### src/rtl/uart_word_loader.sv
// uart_word_loader: assembles received UART bytes MSB-first into 32-bit words and
// writes them sequentially through a single write port. Partial words are dropped on timeout or rx_err.
module uart_word_loader #(
  parameter int NUM_WORDS      = 32,
  parameter int ADDR_W         = 5,
  parameter int TIMEOUT_CYCLES = 50000
) (
  input  logic              clk,
  input  logic              rst,
  input  logic              i_start,
  input  logic [7:0]        i_rx_data,
  input  logic              i_rx_valid,
  input  logic              i_rx_err,
  output logic              o_we,
  output logic [ADDR_W-1:0] o_waddr,
  output logic [31:0]       o_wdata,
  output logic              o_busy,
  output logic              o_done,
  output logic [ADDR_W:0]   o_words_loaded,
  output logic              o_timeout_err,
  output logic              o_frame_err
);
  localparam int GAP_W = $clog2(TIMEOUT_CYCLES + 1);
  localparam logic [GAP_W-1:0] GAP_LAST  = GAP_W'(TIMEOUT_CYCLES - 1);
  localparam logic [ADDR_W:0]  LAST_WORD = (ADDR_W+1)'(NUM_WORDS - 1);

  typedef enum logic [1:0] {IDLE, RECV, WRITE, DONE} state_t;

  state_t            r_state, w_state_next;
  logic [1:0]        r_byte_cnt, w_byte_cnt_next, w_cnt_base;
  logic [ADDR_W-1:0] r_word_idx, w_word_idx_next;
  logic [31:0]       r_shift, w_shift_next;
  logic [GAP_W-1:0]  r_gap, w_gap_next;
  logic              r_we, w_we_next;
  logic [ADDR_W-1:0] r_waddr, w_waddr_next;
  logic [31:0]       r_wdata, w_wdata_next;
  logic              r_busy, w_busy_next;
  logic              r_done, w_done_next;
  logic [ADDR_W:0]   r_words_loaded, w_words_loaded_next;
  logic              r_timeout_err, w_timeout_err_next;
  logic              r_frame_err, w_frame_err_next;
  logic              w_final;

  always_comb begin
    w_state_next        = r_state;
    w_byte_cnt_next     = r_byte_cnt;
    w_cnt_base          = r_byte_cnt;
    w_word_idx_next     = r_word_idx;
    w_shift_next        = r_shift;
    w_gap_next          = r_gap;
    w_we_next           = 1'b0;
    w_waddr_next        = r_waddr;
    w_wdata_next        = r_wdata;
    w_done_next         = r_done;
    w_words_loaded_next = r_words_loaded;
    w_timeout_err_next  = r_timeout_err;
    w_frame_err_next    = r_frame_err;
    w_final             = 1'b0;

    case (r_state)
      IDLE, DONE: begin
        if (i_start) begin
          w_state_next        = RECV;
          w_byte_cnt_next     = 2'd0;
          w_word_idx_next     = '0;
          w_shift_next        = 32'd0;
          w_gap_next          = '0;
          w_done_next         = 1'b0;
          w_words_loaded_next = '0;
          w_timeout_err_next  = 1'b0;
          w_frame_err_next    = 1'b0;
        end
      end
      RECV, WRITE: begin
        if (r_state == WRITE) begin
          w_word_idx_next     = r_word_idx + 1'b1;
          w_words_loaded_next = r_words_loaded + 1'b1;
          w_state_next        = RECV;
          w_final             = (r_words_loaded == LAST_WORD);
        end
        if (w_final) begin
          w_state_next = DONE;
          w_done_next  = 1'b1;
        end else begin
          // Timeout is evaluated first so a byte on the expiry edge starts a fresh word.
          if (r_byte_cnt != 2'd0) begin
            if (r_gap == GAP_LAST) begin
              w_cnt_base         = 2'd0;
              w_gap_next         = '0;
              w_timeout_err_next = 1'b1;
            end else begin
              w_gap_next = r_gap + 1'b1;
            end
          end
          w_byte_cnt_next = w_cnt_base;
          if (i_rx_err) begin
            w_byte_cnt_next  = 2'd0;
            w_gap_next       = '0;
            w_frame_err_next = 1'b1;
          end else if (i_rx_valid) begin
            w_shift_next = {r_shift[23:0], i_rx_data};
            w_gap_next   = '0;
            if (w_cnt_base == 2'd3) begin
              w_byte_cnt_next = 2'd0;
              w_state_next    = WRITE;
              w_we_next       = 1'b1;
              w_waddr_next    = w_word_idx_next;
              w_wdata_next    = {r_shift[23:0], i_rx_data};
            end else begin
              w_byte_cnt_next = w_cnt_base + 2'd1;
            end
          end
        end
      end
      default: w_state_next = IDLE;
    endcase

    w_busy_next = (w_state_next == RECV) || (w_state_next == WRITE);
  end

  always_ff @(posedge clk or posedge rst) begin
    if (rst) begin
      r_state        <= IDLE;
      r_byte_cnt     <= 2'd0;
      r_word_idx     <= '0;
      r_shift        <= 32'd0;
      r_gap          <= '0;
      r_we           <= 1'b0;
      r_waddr        <= '0;
      r_wdata        <= 32'd0;
      r_busy         <= 1'b0;
      r_done         <= 1'b0;
      r_words_loaded <= '0;
      r_timeout_err  <= 1'b0;
      r_frame_err    <= 1'b0;
    end else begin
      r_state        <= w_state_next;
      r_byte_cnt     <= w_byte_cnt_next;
      r_word_idx     <= w_word_idx_next;
      r_shift        <= w_shift_next;
      r_gap          <= w_gap_next;
      r_we           <= w_we_next;
      r_waddr        <= w_waddr_next;
      r_wdata        <= w_wdata_next;
      r_busy         <= w_busy_next;
      r_done         <= w_done_next;
      r_words_loaded <= w_words_loaded_next;
      r_timeout_err  <= w_timeout_err_next;
      r_frame_err    <= w_frame_err_next;
    end
  end

  assign o_we           = r_we;
  assign o_waddr        = r_waddr;
  assign o_wdata        = r_wdata;
  assign o_busy         = r_busy;
  assign o_done         = r_done;
  assign o_words_loaded = r_words_loaded;
  assign o_timeout_err  = r_timeout_err;
  assign o_frame_err    = r_frame_err;

endmodule

### config.mk
export PLATFORM = sky130hd
export DESIGN_NAME = uart_word_loader
export DESIGN_NICKNAME = d
export VERILOG_FILES = /design/src/rtl/uart_word_loader.sv
export SDC_FILE = /design/constraint.sdc
export NUM_CORES = 1
export LEC_CHECK = 0
export ABC_AREA = 1
export CAP_MARGIN = 30
export CORE_ASPECT_RATIO = 1.4
export CORE_UTILIZATION = 45
export CTS_CLUSTER_SIZE = 28
export DETAILED_ROUTE_END_ITERATION = 10
export PLACE_DENSITY = 0.76
export SLEW_MARGIN = 20
export SYNTH_ARGS = -nofsm -noshare
export SYNTH_HDL_FRONTEND = slang
export SYNTH_SLANG_ARGS = --single-unit
### constraint.sdc
create_clock -name clk -period 8.8 [get_ports clk]
set_input_delay 1.76 -clock clk [delete_from_list [all_inputs] [get_ports clk]]
set_output_delay 1.76 -clock clk [all_outputs]
set_load 0.01 [all_outputs]
# Word-level counts from Yosys, hierarchy flattened
# Cells that the tools add are included.
[classes]
n_mux = 52
n_addsub = 4
eq_ne = 18
n_reduce_logical = 13
bitwise = 2
[ops]
columns = ["cell", "n"]
rows = [
  ["16-bit two-way mux", 6],
  ["24-bit two-way mux", 4],
  ["24-bit one-hot mux with 2 select lines", 1],
  ["16-bit one-hot mux with 2 select lines", 1],
  ["2-bit two-way mux", 15],
  ["2-bit inequality test, second input constant", 9],
  ["16-bit by 1-bit adder with 16-bit output, second input constant", 1],
  ["16-bit equality test, second input constant", 1],
  ["1-bit two-way mux", 14],
  ["6-bit two-way mux", 2],
  ["6-bit one-hot mux with 2 select lines", 1],
  ["5-bit two-way mux", 2],
  ["5-bit one-hot mux with 2 select lines", 1],
  ["2-bit equality test, second input constant", 4],
  ["2-bit one-hot mux with 2 select lines", 2],
  ["4-bit AND reduction", 2],
  ["6-bit by 1-bit adder with 6-bit output, second input constant", 1],
  ["6-bit by 5-bit equality test with 1-bit output, second input constant", 1],
  ["1-bit one-hot mux with 2 select lines", 3],
  ["2-bit AND reduction", 3],
  ["3-bit AND reduction", 2],
  ["5-bit by 1-bit adder with 5-bit output, second input constant", 1],
  ["5-bit AND reduction", 1],
  ["2-bit by 1-bit equality test with 1-bit output, second input constant", 2],
  ["other kinds (7)", 9],
]
[word_totals]
input_bits = 13
wordCells = 102
ff_bits = 97
output_inout_bits = 48

# Longest topological paths before layout
# Gate-level depths: netlist of the first run.
[logic_depth]
word_depth = 13
depth_mapped = 15
ltp_nobuf = 15

# Least setup slack after synthesis of the first run
# Ideal clock, no wire load.
[synth_path]
kind = "input to register"
from = "in i_start"
to = "reg r_gap[5]"
path_slack_ns = 6.212
path_stages = 7
arrival_time_ns = 2.471
path_buffers = 1
setup_time_ns = 0.116
t_required_ns = 8.684
path_cell_list = "nor2_2 -> inv_2 -> nand3_4 -> nor2_4 -> buf_6 -> nand2_1 -> nand2_1"
[synth_via]
elab_chain_len = 2
[synth_lines]
columns = ["item", "line", "rtl"]
rows = [
  ["from (decl)", "10", "input logic i_start,"],
  ["2-bit inequality test (no source line)", "--", ""],
  ["3-bit AND reduction (no source line)", "--", ""],
  ["to (signal assigned)", "141", "r_gap <= w_gap_next;"],
  ["to (decl)", "33", "logic [GAP_W-1:0] r_gap, w_gap_next;"],
]
# No other way between the ends.
# A chain may end at the register's enable or synchronous reset.

# Worst setup path after layout of the first run
[layout_path]
from = "in i_rx_valid"
to = "reg r_wdata[7], in the netlist o_wdata[7]"
[layout_via]
elab_chain_len = 1
[layout_lines]
columns = ["item", "line", "rtl"]
rows = [
  ["from (decl)", "12", "input logic i_rx_valid,"],
  ["5-bit AND reduction (no source line)", "--", ""],
  ["to (signal assigned)", "144", "r_wdata <= w_wdata_next;"],
  ["to (decl)", "36", "logic [31:0] r_wdata, w_wdata_next;"],
]
# No other way between the ends.

==> flow_summary.json, run 1 <==
{
  "port_buffers": 60,
  "ant_nets": 0,
  "ys_ff_latch": 97,
  "ctsHoldBuffers": 0,
  "wl_per_cell_um": 13.1,
  "fin_skew_ns": 0.0131,
  "yosysWarnings": 0,
  "nets": 607,
  "synth_area_mm2": 0.00446,
  "design_area_mm2": 0.00545,
  "async_flop_share_pct": 100,
  "power_leakage_nw": 2.61,
  "synth_edf_count": 0,
  "crit_cells": 7,
  "first_global_vias": 3475,
  "worstSkewPairLatency_ns": 0.35,
  "endpoint_kind": "flip-flop",
  "required_ns": 9.09,
  "hpwl_um": 6630,
  "cts_buffers": 9,
  "power_mw": 1.24,
  "fin_crit_ns": 3.39,
  "grt_pass1_wl_um": 16300,
  "synth_seq_area_share_pct": 54.5,
  "cts_resized": 0,
  "ys.flop_type": "dfrtp_1",
  "yosys.area.top_type_share_pct": 54.5,
  "max-clock-path-buffers": 2,
  "rsz0062_at_grt": "no",
  "slew_violations": 0,
  "syn_avg_cell_area_um2": 8.42,
  "grt_use_total_pct": 20.2,
  "worst-path-buf-inv": 2,
  "viasPerCell": 4.90,
  "fill_cells": 876,
  "critPathArrivalTime_ns": 3.68,
  "finalHoldViolCount": 0,
  "totalWireLength_um": 9500,
  "post_cts_buffers": 0,
  "finalSetupViolCount": 0,
  "cp_top_family": "buffers and inverters",
  "irDropWorstVdd_mv": 0.108,
  "hold_depth": 2,
  "antennaDiodeCount": 0,
  "vias": 3540,
  "crit_fanout": 34,
  "gp_congestion": 0.908,
  "yosys-top-cells-area": "dfrtp_1 54%, nand2_1 16%, inv_1 4.5%",
  "start_kind": "primary input",
  "cp_common_cell": "nand2_1",
  "drv_cap": 0,
  "cpMaxStageDelayCell": "clkdlybuf4s50_1",
  "critPathMaxStageDelay_ns": 0.59,
  "yosysTopAreaCell": "dfrtp_1",
  "antenna_found_initial": 0,
  "die_h_um": 120,
  "final.setup.tns_ns": 0,
  "route.detailed.drc": 0,
  "clkTransAtPathRegs_ns": 0.08,
  "grt_max_degree": 66,
  "drt_first_pass_iters": 4,
  "cts_tree": "built",
  "pin_count": 61,
  "hold_class": "flip-flop to flip-flop",
  "fmax_ghz": 0.295,
  "finish.utilization_pct": 57.0,
  "status": "finished, final reports clean",
  "synth_cell_types": 31,
  "drt_iter0_markers": 188,
  "syn_nets": 550,
  "clock-root-buffer": "clkbuf_16",
  "path_cells": "clkdlybuf4s50_1 > nand2_1 > nor2_1 > nand2_2 > inv_1 > nand2_1 > nand2_1",
  "hold_slack_ns": 0.487,
  "core_mm2": 0.00956,
  "cts_max_level": 3,
  "syn_inst": 529,
  "drive_above_1_share_pct": 6.26,
  "placed_cell_area_mm2": 0.00513,
  "finalCritPeriodShare_pct": 38.5,
  "r2r_cells": 13,
  "cts_num_sinks": 97,
  "worst_pin_slew_ns": 0.805,
  "p_per_area_mw_per_mm2": 227,
  "worstSetupPathType": "primary input to flip-flop",
  "relSlewSlack_pct": 46.4,
  "start_util_pct": 46.6,
  "die_area_mm2": 0.0103,
  "die_x_um": 86.1,
  "overflow": 0,
  "num_rows": 42,
  "layout-area-overhead-vs-synth_pct": 22.2
}
report_power, final:
part / internal, mW / total [mW] / switching (mW)
registers: 0.503 / 0.545 / 0.0416
clock network: 0.203 / 0.393 / 0.190
logic: 0.115 / 0.299 / 0.185
cell families after synthesis:
kind of cell    Yosys count  synth area share [%]
simple gates            267                  24.9
compound gates           69                  8.17
fa+ha+maj                 8                  2.25
buf+inv                  76                  7.89
flops                    97                  54.5
xor+xnor                 12                  2.36
cells in the mapped netlist, types with 2 or more instances:
cell,number
buf_4,3
inv_2,5
nand2_2,2
o22ai_1,6
dfrtp_1,97
nor2_2,5
nand4_1,5
buf_2,8
buf_6,6
o21ai_1,25
xnor2_1,3
nand2_1,192
ha_1,8
inv_1,54
nand3_1,19
xor2_1,9
nor2_1,31
nor3_1,4
o21ai_0,30
nand3b_1,3
a21oi_1,4
through the flow:
stage	instances	setup slack (ns)
5_1_grt	723	5.18
3_5_place_dp	706	5.05
2_1_floorplan	529	4.51
3_3_place_gp	705	4.81
4_1_cts	722	5.42
6_report	723	5.41
sequential cells by signal (all words and copies together), names as in the netlist, 2 cells and up:
name,cells
o_waddr,5
o_wdata,32
o_words_loaded,6
r_byte_cnt,2
r_gap,16
r_shift,24
r_state,2
r_word_idx,5
path summary, 6_finish.rpt:
kind | end | from | slack [ns]
max | o_wdata[7] | i_rx_valid | 5.41
min | r_shift[16] | r_shift[8] | 0.49
max reg2reg | o_wdata[7] | r_gap[0] | 6.15
min reg2reg | r_shift[16] | r_shift[8] | 0.49
max in group asynchronous | o_done | rst | 5.89
min in group asynchronous | r_shift[2] | rst | 1.76
area by class of cell:
| class | instances | area, um^2 | area share, % |
|---|---|---|---|
| multi-input combinational | 356 | 1680 | 30.8 |
| clock buffer | 9 | 225 | 4.13 |
| sequential | 97 | 2430 | 44.6 |
| clock inverter | 7 | 81.3 | 1.49 |
| tap | 132 | 165 | 3.03 |
| timing repair buffer | 63 | 647 | 11.9 |
| inverter | 59 | 224 | 4.11 |
cell usage in the layout, fill, tap and decap left out, drive strengths merged, types with 3 or more instances in the layout:
cell type	n
nand2	194
dfrtp	97
inv	63
clkdlybuf4s50	60
o21ai	56
nor2	37
nand3	20
xor2	9
clkbuf	9
ha	8
o22ai	6
nand4	5
nor3	5
a21oi	4
xnor2	3
nand3b	3
clkinv	3
buf	3
per-layer routing:
layer | GRT usage (%) | wire (um) | vias up
met1 | 25.2 | 4080 | 1692
li1 | - | - | 1769
met2 | 33.3 | 4860 | 67
met5 | 0 | 0 | -
met3 | 4.68 | 410 | 12
met4 | 8.44 | 144 | 0
worst register-to-register path: cells and delay by family (launching register included):
family                     cells  cell delay [ns]
and+or+nand+nor                9             1.38
buffers and inverters          2             0.41
DFF                            1             0.39
adders and majority gates      2             0.39
Power figures use the tool's default switching activity.
==> run 2, diff against run 1 <==
clock period = 3.2 ns   (was 8.8 ns; I/O delays follow)
==> run 2 against run 1 <==
Compared with the run above: flip-flop and latch count unchanged; worst hold slack got worse by 0.0044 ns; design area decreased by 0.30%; routed wire length decreased by 5.2%; non-clock buffer count unchanged; clock power increased to 2.7 times the previous value; power increased to 2.7 times the previous value; first-iteration DRC count decreased by 5.9%; worst setup slack got worse by 4.8 ns; via count decreased by 0.31%; clock skew decreased by 0.0053 ns; cell count unchanged; critical path type is now flip-flop to flip-flop; highest routed layer unchanged.
==> flow_summary.json, run 2 (synthesis gave the netlist of run 1 again) <==
{
  "critPathLaunch": "r_gap[0]",
  "drive_above_1_share_pct": 6.09,
  "fmax_ghz": 0.382,
  "largest_reg_flops": 32,
  "critPathArrivalTime_ns": 2.89,
  "endpoint_kind": "flip-flop",
  "hold_class": "flip-flop to flip-flop",
  "worst_pin_slew_ns": 0.778,
  "drv_cap": 0,
  "grt_pass1_wl_um": 15000,
  "max-clock-path-buffers": 2,
  "power_leakage_nw": 2.60,
  "ctsHoldBuffers": 0,
  "finalHoldViolCount": 0,
  "finalCritPeriodShare_pct": 81.8,
  "cts_buffers": 9,
  "post_cts_buffers": 0,
  "cts_tree": "built",
  "gp_congestion": 0.917,
  "hpwl_um": 6380,
  "worstSkewPairLatency_ns": 0.34,
  "overflow": 0,
  "route.detailed.drc": 0,
  "rsz0062_at_grt": "no",
  "worstSetupPathType": "flip-flop to flip-flop",
  "final.setup.tns_ns": 0,
  "slew_violations": 0,
  "drt_first_pass_iters": 5,
  "grt_use_total_pct": 18.6,
  "first_global_vias": 3252,
  "fill_cells": 879,
  "drt_iter0_markers": 177,
  "finalSetupViolCount": 0,
  "cts_num_sinks": 97,
  "vias": 3529,
  "relSlewSlack_pct": 48.1,
  "hold_depth": 2,
  "hold_start": "r_shift[2]",
  "nets": 607,
  "wl_per_cell_um": 12.5,
  "viasPerCell": 4.88,
  "p_per_area_mw_per_mm2": 624,
  "port_buffers": 60,
  "r2r-start": "r_gap[0]",
  "crit_fanout": 40,
  "cts_resized": 0,
  "start_kind": "flip-flop",
  "reg2reg_to": "o_wdata[15]",
  "totalWireLength_um": 9010,
  "cts_max_level": 3,
  "final_common_cell": "nand2_1",
  "power_mw": 3.39,
  "required_ns": 3.47,
  "core_mm2": 0.00956,
  "regArea_mm2": 0.00243,
  "pin_count": 61,
  "status": "finished, final reports clean",
  "antenna_found_initial": 0,
  "clkTransAtPathRegs_ns": 0.07,
  "grt_max_degree": 63,
  "irDropWorstVdd_mv": 0.388,
  "hold_path_end": "r_shift[10]",
  "die_h_um": 120,
  "antennaDiodeCount": 0,
  "layout-area-overhead-vs-synth_pct": 21.9,
  "r2r_cells": 13,
  "fin_skew_ns": 0.00780,
  "start_util_pct": 46.6,
  "setup_ws_ns": 0.581,
  "worst-r2r-setup-slack_ns": 0.58,
  "pre_cts_ws_ns": 0.623,
  "num_rows": 42,
  "die_x_um": 86.1,
  "die_area_mm2": 0.0103,
  "multi_input_area_mm2": 0.00168,
  "fin_crit_ns": 2.62,
  "ant_nets": 0,
  "clock-root-buffer": "clkbuf_16",
  "final_cell_mix": "192 x nand2_1, 97 x dfrtp_1, 60 x clkdlybuf4s50_1"
}
-- run 2: area by class of cell --
type / instances / share of cell area (%)
Inverter: 59 / 4.12
Clock buffer: 10 / 4.22
Multi-Input combinational cell: 356 / 30.9
Sequential cell: 97 / 44.7
Tap cell: 132 / 3.04
Clock inverter: 6 / 1.34
Timing Repair Buffer: 63 / 11.7
-- run 2: routing by layer --
metal  part of all wire [%]  global-route usage (%)  vias to the layer above
met5                      0                       0                        -
met4                    2.1                    8.13                        0
met1                     43                    23.5                     1660
met2                     51                    30.3                       77
li1                       -                       -                     1776
met3                    4.5                    4.47                       16
-- run 2: critical path, cell delays in order (launching register included) --
cell	delay [ns]
dfrtp_1	0.39
ha_1	0.21
nand3_1	0.14
nor2_1	0.12
nand2_1	0.14
nand2_1	0.12
inv_1	0.05
ha_1	0.19
nand2_1	0.09
nor2_1	0.06
nand2_2	0.36
buf_4	0.43
nand2_1	0.11
o21ai_1	0.09
-- run 2: report_power, final --
part	switching [mW]	internal (mW)
registers	0.109	1.38
clock network	0.466	0.618
logic	0.498	0.314
-- run 2: metrics by stage --
| step | instance area [um^2] | hold WS (ns) | std cells | utilization (%) |
|---|---|---|---|---|
| finish | 5430 | 0.483 | 723 | 56.8 |
| global route | 5430 | 0.505 | 723 | 56.8 |
| CTS | 5430 | 0.488 | 723 | 56.8 |
| detailed placement | 5130 | 0.464 | 707 | 53.6 |
| global placement | 5130 | 0.460 | 707 | 53.6 |
| floorplan | 4460 | 0.453 | 529 | - |
-- run 2: worst max path at each step --
stage | to | slack, ns | cells past startpoint
after floorplan | o_busy | 0.03 | 1
after global placement | o_wdata[15] | 0.73 | 7
after detailed placement | o_wdata[15] | 0.62 | 13
after CTS | o_wdata[15] | 0.61 | 13
after global routing | o_wdata[15] | 0.35 | 13
final | o_wdata[15] | 0.58 | 13
